`src/rtl/bcd_counter_ndigit.sv`:
```
// Multi-digit up/down decade counter with parallel load, enable, terminal count and wrap pulse.
// Define BCD_CNT_SAT_EN to build the saturating variant (full-count steps hold instead of wrapping).
module bcd_counter_ndigit #(
    parameter int DIGITS    = 4,
    parameter int DIGIT_MAX = 9
) (
    input  logic                clk,
    input  logic                rst_n,
    input  logic                en,
    input  logic                sta,
    input  logic                load,
    input  logic [4*DIGITS-1:0] load_val,
    output logic [4*DIGITS-1:0] num,
    output logic                cop,
    output logic                wrap
);

    localparam logic [3:0] DMAX = 4'(DIGIT_MAX);

    // chain[k] = every digit below k is at carry/borrow; chain[0] is always set
    logic [DIGITS:0]       chain;
    logic [4*DIGITS-1:0]   num_step;

    assign chain[0] = 1'b1;

    for (genvar k = 0; k < DIGITS; k++) begin : g_digit
        logic [3:0] d;
        logic [3:0] d_next;
        logic       pass;

        assign d = num[4*k +: 4];

        always_comb begin
            d_next = d;
            pass   = 1'b0;
            if (chain[k]) begin
                if (!sta) begin
                    if (d >= DMAX) begin
                        d_next = 4'd0;
                        pass   = 1'b1;
                    end else begin
                        d_next = d + 4'd1;
                    end
                end else begin
                    if (d == 4'd0) begin
                        d_next = DMAX;
                        pass   = 1'b1;
                    end else if (d > DMAX) begin
                        d_next = DMAX;
                    end else begin
                        d_next = d - 4'd1;
                    end
                end
            end
        end

        assign chain[k+1]         = pass;
        assign num_step[4*k +: 4] = d_next;
    end

    // A carry out of the top digit happens exactly when every digit is at its terminal value
    assign cop = chain[DIGITS];

    always_ff @(posedge clk or negedge rst_n) begin
        if (!rst_n) begin
            num  <= '0;
            wrap <= 1'b0;
        end else if (load) begin
            num  <= load_val;
            wrap <= 1'b0;
        end else if (en) begin
`ifdef BCD_CNT_SAT_EN
            if (!cop) begin
                num <= num_step;
            end
            wrap <= 1'b0;
`else
            num  <= num_step;
            wrap <= cop;
`endif
        end else begin
            wrap <= 1'b0;
        end
    end

endmodule
```
`config.mk`:
```
export PLATFORM = sky130hd
export DESIGN_NAME = bcd_counter_ndigit
export DESIGN_NICKNAME = d
export VERILOG_FILES = /design/src/rtl/bcd_counter_ndigit.sv
export SDC_FILE = /design/constraint.sdc
export NUM_CORES = 1
export LEC_CHECK = 0
export CAP_MARGIN = 20
export CORE_ASPECT_RATIO = 0.75
export CORE_UTILIZATION = 30
export CTS_CLUSTER_SIZE = 25
export DETAILED_ROUTE_END_ITERATION = 8
export PLACE_DENSITY = 0.54
export SKIP_CTS_REPAIR_TIMING = 1
export SLEW_MARGIN = 20
export SYNTH_ARGS = -nofsm -noshare
export SYNTH_HDL_FRONTEND = slang
export SYNTH_SLANG_ARGS = --single-unit
```
`constraint.sdc`:
```
create_clock -name clk -period 2.6 [get_ports clk]
set_clock_uncertainty 0.1 [all_clocks]
set_input_delay 0.26 -clock clk [delete_from_list [all_inputs] [get_ports clk]]
set_output_delay 0.26 -clock clk [all_outputs]
set_load 0.02 [all_outputs]
```
==> impl_metrics.toml <==
[status]
outcome = "finished clean"

[logic_synthesis]
yosys_most_used_dff = "dfrtp_1"
synth_area_leaders = "dfrtp_1 (23%), ha_1 (10%), a21oi_1 (5.1%), nand2_1 (4.0%), o21ai_0 (3.7%)"
synth_edf_count = 0
yosys_warnings = 0
netlist_area_um2 = 1870
yosysTopAreaCell = "dfrtp_1"
synth_cell_types = 56
syn_avg_cell_area_um2 = 7.99
yosysMostFrequentCell = "nand2_1"
async_flop_share_pct = 100
synth-seq-cells = 17
synthCells = 234
synth.net_count = 270
seq_area_frac_synth_pct = 22.7
synth_top_area_share_pct = 22.7
synth_common_cells = "nand2_1 (20), a21oi_1 (19), dfrtp_1 (17)"

[sta]
tns_ns = 0
final-hold-violation-count = 0
fin_crit_sh_pct = 94.8
rsz0062_at_grt = "no"
setup_viol = 0
worst_slew_pin_slew_ns = 0.402
slew_viol_final = 0
period_needed_ns = 2.46
slew_headroom_pct = 73.1
max_freq_mhz = 406

[place]
portBuffers = 38
finalWeightedCongestion = 0.825
placed_cells = 368
hpwlAfterDp_mm = 3.96
dpl_cell_area_um2 = 2540

[die]
start_util_pct = 31.6
io_pins = 39
dieHeight_um = 70.4
coreArea_um2 = 5920
die_x_um = 93.2
rows = 24
dieArea_um2 = 6560

[pwr]
swShare_pct = 39.2
sequentialPowerShare_pct = 29.7
power.density_nw_per_um2 = 430
p_comb_share_pct = 51.3
leakagePower_nw = 1.10
clkPwrFrac_pct = 19.0
peakVddDrop_mv = 0.190
p_int_mw = 0.677
p_sw_mw = 0.436

[layout]
design_area_um2 = 2590
final_cells = 372
area_delta_synth_final_pct = 38.5
drive_above_1_share_pct = 18.4
final_util_pct = 43.8
final_nets = 331
n_antenna_cell = 0

[detailed_routing]
drt-total-wl_mm = 5.19
vias_per_cell = 5.28
drt_iter0_drc = 106
wl_per_cell_um = 13.9
route.detailed.drc = 0
dr.pass1.iters = 4
drtAntennaViolNets = 0
vias = 1965

[global_route]
track_usage_pct = 16.6
grt_pass1_vias = 1791
grt_max_degree = 18
grt_first_pass_wirelength_mm = 8.74
grt_remaining_overflow = 0
antenna_found_initial = 0

[setup_path]
crit_type = "reg2out"
max_stage_delay_ns = 0.47
ff2ff_path_depth = 7
slowest_stage = "or3b_2"
cp_max_fo = 6
endpoint_kind = "output pin"
cp_cell_sequence = "inv_1 -> ha_1 -> or3b_2 -> a22oi_1 -> nor4_1 -> buf_4 -> dlymetal6s2s_1"
worstPathArrival_ns = 2.10
start_kind = "flop"
cp.required_ns = 2.24

[clock_tree]
clkLatencyLatePin_ns = 0.26
numCtsBuffers = 3
clock_path_buffers = 2
clock-sinks = 17
cts_tree = "done"
path_clk_slew_ns = 0.08
ctsHtreeMaxLevel = 1
cts_root_buf = "clkbuf_8"

[hold_path]
hp-class = "in2async"

[job]
drv_cap = 0
## critical path: cells and delay by family (launching register included)
family / cells / cell delay [ns]
fa+ha+maj: 1 / 0.20
flops: 1 / 0.43
compound gates: 1 / 0.21
buf+inv: 3 / 0.47
simple gates: 2 / 0.54
## power by group through the flow
stage / registers [mW] / logic (mW) / clock network, mW
2_1_floorplan: 0.363 / 0.311 / 0
3_3_place_gp: 0.334 / 0.567 / 0
3_5_place_dp: 0.335 / 0.566 / 0
4_1_cts: 0.330 / 0.570 / 0.222
5_1_grt: 0.336 / 0.629 / 0.232
6_report: 0.330 / 0.571 / 0.212
## per-stage QoR
step	total power, mW	hold WS (ns)	setup slack [ns]
finish	1.11	0.231	0.135
global route	1.20	0.257	0.0148
CTS	1.12	0.239	-0.229
detailed placement	0.901	0.531	-0.00518
global placement	0.901	0.527	-0.00651
floorplan	0.674	-0.136	0.0769
## sequential cells by signal (all words and copies together), names as in the netlist
name	count
num	16
wrap	1
## kinds of logic after synthesis
kind of cell	after synthesis	share of synthesized area, %
simple gates	82	25.5
xor+xnor	4	1.87
flops	17	22.7
fa+ha+maj	15	10.0
buf+inv	31	6.62
mux	4	2.14
compound gates	81	31.1
## area by class of cell
cell class	instances	area, um2
inverter	15	56.3
tap	78	97.6
sequential	17	425
clock buffer	3	41.3
fill	589	3330
clock inverter	1	5.00
multi-input combinational	186	1330
timing repair buffer	72	638
## metal layers
metal	part of all wire, %	vias to the layer above	track usage (%)
met2	41	48	23.9
met5	0	-	0
li1	-	983	-
met1	54	932	25.2
met4	0.50	0	3.42
met3	4.5	2	3.49
## final timing paths
| path | start | end | slack (ns) |
|---|---|---|---|
| max | num[12] | cop | 0.14 |
| min reg2reg | num[8] | num[8] | 0.61 |
| min in group clk | load_val[4] | num[4] | 0.45 |
| max in group asynchronous | rst_n | num[13] | 1.95 |
| min | rst_n | num[4] | 0.23 |
| max reg2reg | num[0] | num[8] | 0.35 |
## layout by cell type (no fill, tap or decap), drive strengths merged, types with 5 or more instances in the layout
cell type	netlist	layout
o31ai	10	10
ha	15	15
nand3	7	7
o211ai	5	5
clkdlybuf4s50	0	37
nor2	16	16
inv	15	15
nand2	20	20
buf	7	34
nor3b	5	5
nor2b	8	8
a22oi	5	5
o21ai	14	14
a21oi	19	19
dfrtp	17	17
Note: power is estimated with default switching activity, not from simulation.
